**src/rtl/vec_mag_pkg.sv**
```systemverilog
// Shared types for the vector-magnitude pipeline.
// Segment layout {x1,y1,x2,y2} is common to packer and core.
package vec_mag_pkg;

    localparam int COORD_WIDTH = 8;

    typedef struct packed {
        logic signed [COORD_WIDTH-1:0] x;
        logic signed [COORD_WIDTH-1:0] y;
    } point_t;

    typedef struct packed {
        point_t p1;
        point_t p2;
    } segment_t;

    typedef enum logic {
        IDLE,
        HAVE_PREV
    } seg_state_e;

    function automatic segment_t pack_segment(
        input point_t prev,
        input point_t cur
    );
        segment_t s;
        s.p1 = prev;
        s.p2 = cur;
        return s;
    endfunction

endpackage

```
**src/rtl/axis_skid_buffer.sv**
```systemverilog
// Registered main slot plus one-entry skid slot.
// in_ready comes straight from the skid register.
module axis_skid_buffer #(
    parameter int DATA_WIDTH = 33
) (
    input  logic                  aclk,
    input  logic                  aresetn,
    input  logic [DATA_WIDTH-1:0] in_data,
    input  logic                  in_valid,
    output logic                  in_ready,
    output logic [DATA_WIDTH-1:0] out_data,
    output logic                  out_valid,
    input  logic                  out_ready
);

    logic [DATA_WIDTH-1:0] main_q;
    logic [DATA_WIDTH-1:0] skid_q;
    logic                  main_vld_q;
    logic                  skid_vld_q;
    logic                  out_hs;

    assign out_hs    = main_vld_q && out_ready;
    assign in_ready  = !skid_vld_q;
    assign out_data  = main_q;
    assign out_valid = main_vld_q;

    // in_valid is only raised while the skid slot is empty
    always_ff @(posedge aclk) begin
        if (!aresetn) begin
            main_q     <= '0;
            skid_q     <= '0;
            main_vld_q <= 1'b0;
            skid_vld_q <= 1'b0;
        end else begin
            if (out_hs) begin
                if (skid_vld_q) begin
                    main_q     <= skid_q;
                    skid_vld_q <= 1'b0;
                end else begin
                    main_vld_q <= 1'b0;
                end
            end
            if (in_valid) begin
                if (!main_vld_q || out_hs) begin
                    main_q     <= in_data;
                    main_vld_q <= 1'b1;
                end else begin
                    skid_q     <= in_data;
                    skid_vld_q <= 1'b1;
                end
            end
        end
    end

endmodule

```
**src/rtl/vec_seg_packer.sv**
```systemverilog
// Turns a polyline point stream into one segment beat per edge.
// Single-point polylines become a degenerate {p,p} segment.
module vec_seg_packer #(
    parameter int COORD_WIDTH = 8,
    parameter int CNT_WIDTH   = 16
) (
    input  logic                     aclk,
    input  logic                     aresetn,
    input  logic [2*COORD_WIDTH-1:0] s_axis_tdata,
    input  logic                     s_axis_tvalid,
    input  logic                     s_axis_tlast,
    output logic                     s_axis_tready,
    output logic [4*COORD_WIDTH-1:0] m_axis_tdata,
    output logic                     m_axis_tvalid,
    output logic                     m_axis_tlast,
    input  logic                     m_axis_tready,
    output logic [CNT_WIDTH-1:0]     seg_count,
    output logic [CNT_WIDTH-1:0]     poly_count
);

    import vec_mag_pkg::*;

    localparam int PW = 2*COORD_WIDTH;
    localparam int SW = 4*COORD_WIDTH;

    seg_state_e    state_q, state_d;
    logic [PW-1:0] prev_q, prev_d;
    logic [PW-1:0] seg_first;
    logic [SW-1:0] seg_data;
    logic          accept;
    logic          emit;
    logic          emit_last;
    logic          out_hs;

    assign accept    = s_axis_tvalid && s_axis_tready;
    assign seg_first = (state_q == HAVE_PREV) ? prev_q : s_axis_tdata;

    generate
        if (COORD_WIDTH == vec_mag_pkg::COORD_WIDTH) begin : g_pkg
            assign seg_data = pack_segment(point_t'(seg_first),
                                           point_t'(s_axis_tdata));
        end else begin : g_gen
            assign seg_data = {seg_first, s_axis_tdata};
        end
    endgenerate

    always_ff @(posedge aclk) begin
        if (!aresetn) begin
            state_q <= IDLE;
            prev_q  <= '0;
        end else begin
            state_q <= state_d;
            prev_q  <= prev_d;
        end
    end

    always_comb begin
        state_d   = state_q;
        prev_d    = prev_q;
        emit      = 1'b0;
        emit_last = 1'b0;
        unique case (state_q)
            IDLE: begin
                if (accept) begin
                    if (s_axis_tlast) begin
                        emit      = 1'b1;
                        emit_last = 1'b1;
                    end else begin
                        prev_d  = s_axis_tdata;
                        state_d = HAVE_PREV;
                    end
                end
            end
            HAVE_PREV: begin
                if (accept) begin
                    emit      = 1'b1;
                    emit_last = s_axis_tlast;
                    prev_d    = s_axis_tdata;
                    if (s_axis_tlast) begin
                        state_d = IDLE;
                    end
                end
            end
            default: state_d = IDLE;
        endcase
    end

    axis_skid_buffer #(
        .DATA_WIDTH(SW+1)
    ) u_out (
        .aclk     (aclk),
        .aresetn  (aresetn),
        .in_data  ({emit_last, seg_data}),
        .in_valid (emit),
        .in_ready (s_axis_tready),
        .out_data ({m_axis_tlast, m_axis_tdata}),
        .out_valid(m_axis_tvalid),
        .out_ready(m_axis_tready)
    );

    assign out_hs = m_axis_tvalid && m_axis_tready;

    always_ff @(posedge aclk) begin
        if (!aresetn) begin
            seg_count  <= '0;
            poly_count <= '0;
        end else if (out_hs) begin
            seg_count <= seg_count + 1'b1;
            if (m_axis_tlast) begin
                poly_count <= poly_count + 1'b1;
            end
        end
    end

endmodule

```
**config.mk**
```make
export PLATFORM = sky130hd
export DESIGN_NAME = vec_seg_packer
export DESIGN_NICKNAME = d
export VERILOG_FILES = /design/src/rtl/vec_mag_pkg.sv /design/src/rtl/axis_skid_buffer.sv /design/src/rtl/vec_seg_packer.sv
export SDC_FILE = /design/constraint.sdc
export NUM_CORES = 1
export LEC_CHECK = 0
export ABC_AREA = 0
export CAP_MARGIN = 0
export CELL_PAD_IN_SITES_DETAIL_PLACEMENT = 2
export CELL_PAD_IN_SITES_GLOBAL_PLACEMENT = 2
export CORE_ASPECT_RATIO = 1.5
export CORE_MARGIN = 2
export CORE_UTILIZATION = 32
export DETAILED_ROUTE_END_ITERATION = 8
export PLACE_DENSITY_LB_ADDON = 0.1
export SETUP_SLACK_MARGIN = 0.1
export SLEW_MARGIN = 20
export SYNTH_ARGS = -nofsm -noshare
export SYNTH_HDL_FRONTEND = slang
export SYNTH_SLANG_ARGS = --single-unit
```
**constraint.sdc**
```tcl
create_clock -name aclk -period 2.1 [get_ports aclk]
set_input_delay 0.315 -clock aclk [delete_from_list [all_inputs] [get_ports aclk]]
set_output_delay 0.315 -clock aclk [all_outputs]
set_load 0.01 [all_outputs]
```
==> results of run 1 <==
cells in the final DEF, fill, tap and decap left out, types with 7 or more instances in the layout:
| cell | n |
|---|---|
| nand4_1 | 9 |
| o21ai_0 | 8 |
| mux2_2 | 17 |
| clkdlybuf4s50_1 | 87 |
| buf_4 | 19 |
| or2_2 | 9 |
| nor2_1 | 70 |
| a21oi_1 | 42 |
| xor2_1 | 9 |
| or2_0 | 7 |
| xnor2_1 | 10 |
| inv_1 | 7 |
| mux2i_1 | 53 |
| a211oi_1 | 32 |
| clkbuf_16 | 17 |
| nand2_1 | 65 |
| nand3_1 | 13 |
| dfxtp_1 | 117 |
per-layer routing:
metal	global-route usage (%)	up-vias	routed length [µm]	part of all wire [%]
li1	-	2099	-	-
met1	20.92	2164	6250	40
met2	37.88	66	8766	56
met3	3.975	15	369	2.4
met4	6.830	0	237	1.5
met5	0	-	0	0
cells by family after synthesis:
family                     after synthesis  synth area share [%]
buffers and inverters                   47                 4.501
AOI/OAI and AO/OA                       87                 10.65
DFF                                    117                 46.81
xor gates and xnor gates                19                 3.326
and+or+nand+nor                        212                 19.78
adders and majority gates                2                0.5000
muxes                                   70                 14.43
Yosys cell counts:
library cell and count:
dfxtp_1 117, nor2_1 70, nand2_1 65, mux2i_1 53
a21oi_1 42, a211oi_1 32, clkbuf_1 21, mux2_2 17
nand3_1 14, buf_2 12, xnor2_1 10, nand4_1 9
or2_2 9, xor2_1 9, inv_1 8, o21ai_0 8
nor3_1 7, or2_0 7, and4_1 6, nand2b_1 6
or3_1 6, and2_1 3, and3_1 3, buf_4 3
buf_6 3, nor4_1 3, a32oi_1 2, ha_1 2
a21oi_2 1, a31o_2 1, nor2b_1 1, nor2b_4 1
o21bai_1 1, or2_1 1, or3_4 1
area by class of cell:
cell class / instances / area (µm²)
fill: 1673 / 8656
inverter: 8 / 30.03
multi-input combinational: 390 / 2446
sequential: 117 / 2342
clock buffer: 18 / 439.2
timing repair buffer: 112 / 1134
clock inverter: 14 / 183.9
tap: 203 / 254.0
registers in the layout, indices dropped and copies added (netlist names), named ones only:
signal,cells
u_out.out_data,33
u_out.skid_q,33
poly_count,16
prev_q,16
seg_count,16
u_out.out_valid,1
u_out.skid_vld_q,1
how the worst min path moves through the flow:
stage	from	end	slack, ps	cells after the start
after global routing	u_out.skid_q[4]	u_out.skid_q[4]	480	2
after CTS	u_out.skid_q[2]	u_out.skid_q[2]	460	2
after detailed placement	u_out.skid_q[1]	u_out.skid_q[1]	450	2
final	u_out.skid_q[1]	u_out.skid_q[1]	460	2
after floorplan	s_axis_tlast	flip-flop	410	1
after global placement	u_out.skid_q[12]	u_out.skid_q[12]	440	2
power groups by stage:
| stage | clock [µW] | sequential, µW | combinational [µW] |
|---|---|---|---|
| 4_1_cts | 3140 | 2360 | 558 |
| 6_report | 3050 | 2360 | 545 |
| 5_1_grt | 3250 | 2370 | 596 |
| 3_3_place_gp | 0 | 2400 | 528 |
| 2_1_floorplan | 0 | 2410 | 269 |
| 3_5_place_dp | 0 | 2400 | 552 |
metrics by stage:
stage | instance area [µm²] | utilization (%) | power (µW) | hold WS, ps
after floorplan | 5004 | - | 2677 | 405.2
after global placement | 6206 | 40.08 | 2930 | 441.7
after detailed placement | 6206 | 40.08 | 2956 | 451.9
after CTS | 6829 | 44.10 | 6052 | 459.7
after global routing | 6829 | 44.10 | 6210 | 480.2
final | 6829 | 44.10 | 5956 | 455.4
==> results.cfg, run 1 <==
[timing]
finClkSkew_ps = 6.663
tightest_slew_ps = 431.2
period_minus_slack_ps = 1813
setup_slack_ps = 286.9
slew_violations = 0
rsz0062_at_grt = false
setup-tns-final_ps = 0
setup_viol = 0
slew_headroom_pct = 71.21
period_share_pct = 86.34
finalHoldViolCount = 0
fmax_mhz = 551.5

[drt]
drtPass1Iterations = 4
wl_mm = 15.62
vias = 4344
drcViolationCount = 0
routedWlPerCell_um = 18.12
drt_iter0_markers = 143
antenna_left = 0
viasPerCell = 5.039

[placed_design]
place_ws_ps = -102.4
gp_congestion = 0.7582
portBuffers = 87
placed_cells = 830
dp_hpwl_mm = 10.73

[critical_path]
crit_fanout = 10
arrival_ps = 1500
critical_path_class = flip-flop to primary output
end_kind = primary output
worstSetupEndpoint = m_axis_tvalid
startpoint = u_out.out_valid
r2r-end = u_out.out_data[11]
rrSetupSlack_ps = 320
slowest_delay_ps = 600
critPathBufInv = 1
cp_top_family = buffers and inverters
reg2regPathDepth = 5
cpMaxStageDelayCell = clkdlybuf4s50_1
crit_required_ps = 1780
start_kind = flip-flop
reg2reg_from = u_out.out_valid
path_depth = 1
path_cells = clkdlybuf4s50_1

[power_and_ir_drop]
power.share.switching_pct = 23.26
power_frac_comb_pct = 9.2
leakagePower_uw = 0.002552
clkPwrFrac_pct = 51.3
worst_ir_drop_vdd_mv = 0.4830
netSwitchingPower_uw = 1386
intPower_uw = 4570
p_seq_share_pct = 39.6
powerDensity_nw_per_um2 = 872.2

[floorplan]
start_util_pct = 32.31
fp.dieW_um = 106.1
num_rows = 56
die-area_um2 = 16670
dieHeight_um = 157.1
fp.coreArea_um2 = 15480
pin_count = 88

[grt]
grt_overflow = 0
grt_max_degree = 49
antenna_found_initial = 0
grt_pass1_wl_mm = 25.36
grt_pass1_vias = 4835
track_usage_pct = 19.65

[final_layout]
nets = 669
antenna_cells = 0
final_layout_size_suffix_gt1_share_pct = 13.66
layout.cells.non_filler = 862
area_delta_synth_final_pct = 36.48

[synth]
yosys.area.top_type = dfxtp_1
synthCells = 554
synth_seq_cells = 117
ys_types = 35
syn_nets = 577
yosysSeqAreaShare_pct = 46.81
synth_warnings = 0
syn_area_um2 = 5004
synth_top_cell_area_share_pct = 46.81
avgSynthCellArea_um2 = 9.032
synth_area_leaders = dfxtp_1, mux2i_1, nor2_1

[clocking]
clk_path_buf_depth = 2
cts_buffers = 17
insertion_delay_ps = 420
cts-htree-levels = 4
root_buffer = clkbuf_16
cts_hold_buf = 0
cts_tree = built
ctsResizeCount = 0
path_clk_slew_ps = 60
numClockSinks = 117
post_cts_buffers = 0

[run_status]
status = finished, final reports clean

[run]
cap_violations = 0

[min_path]
hold_path.class = flip-flop to flip-flop
Note: power is estimated with default switching activity, not from simulation.
==> inputs of run 2 (changes only) <==
--- a/config.mk
+++ b/config.mk
@@ -13,9 +13,9 @@
 export CORE_MARGIN = 2
 export CORE_UTILIZATION = 32
 export DETAILED_ROUTE_END_ITERATION = 8
+export HOLD_SLACK_MARGIN = 0.03
 export PLACE_DENSITY_LB_ADDON = 0.1
 export SETUP_SLACK_MARGIN = 0.1
-export SLEW_MARGIN = 20
 export SYNTH_ARGS = -nofsm -noshare
 export SYNTH_HDL_FRONTEND = slang
 export SYNTH_SLANG_ARGS = --single-unit
==> results of run 2 <==
Same layout as run 1: the final DEF is identical, and so are final timing and power.
==> inputs of run 3 (changes only) <==
--- a/config.mk
+++ b/config.mk
@@ -12,10 +12,10 @@
 export CORE_ASPECT_RATIO = 1.5
 export CORE_MARGIN = 2
 export CORE_UTILIZATION = 32
+export CTS_BUF_LIST = sky130_fd_sc_hd__clkbuf_4 sky130_fd_sc_hd__clkbuf_8 sky130_fd_sc_hd__clkbuf_16
 export DETAILED_ROUTE_END_ITERATION = 8
 export HOLD_SLACK_MARGIN = 0.03
 export PLACE_DENSITY_LB_ADDON = 0.1
-export SETUP_SLACK_MARGIN = 0.1
 export SYNTH_ARGS = -nofsm -noshare
 export SYNTH_HDL_FRONTEND = slang
 export SYNTH_SLANG_ARGS = --single-unit
==> results of run 3 <==
Same layout as run 1: the final DEF is identical, and so are final timing and power.
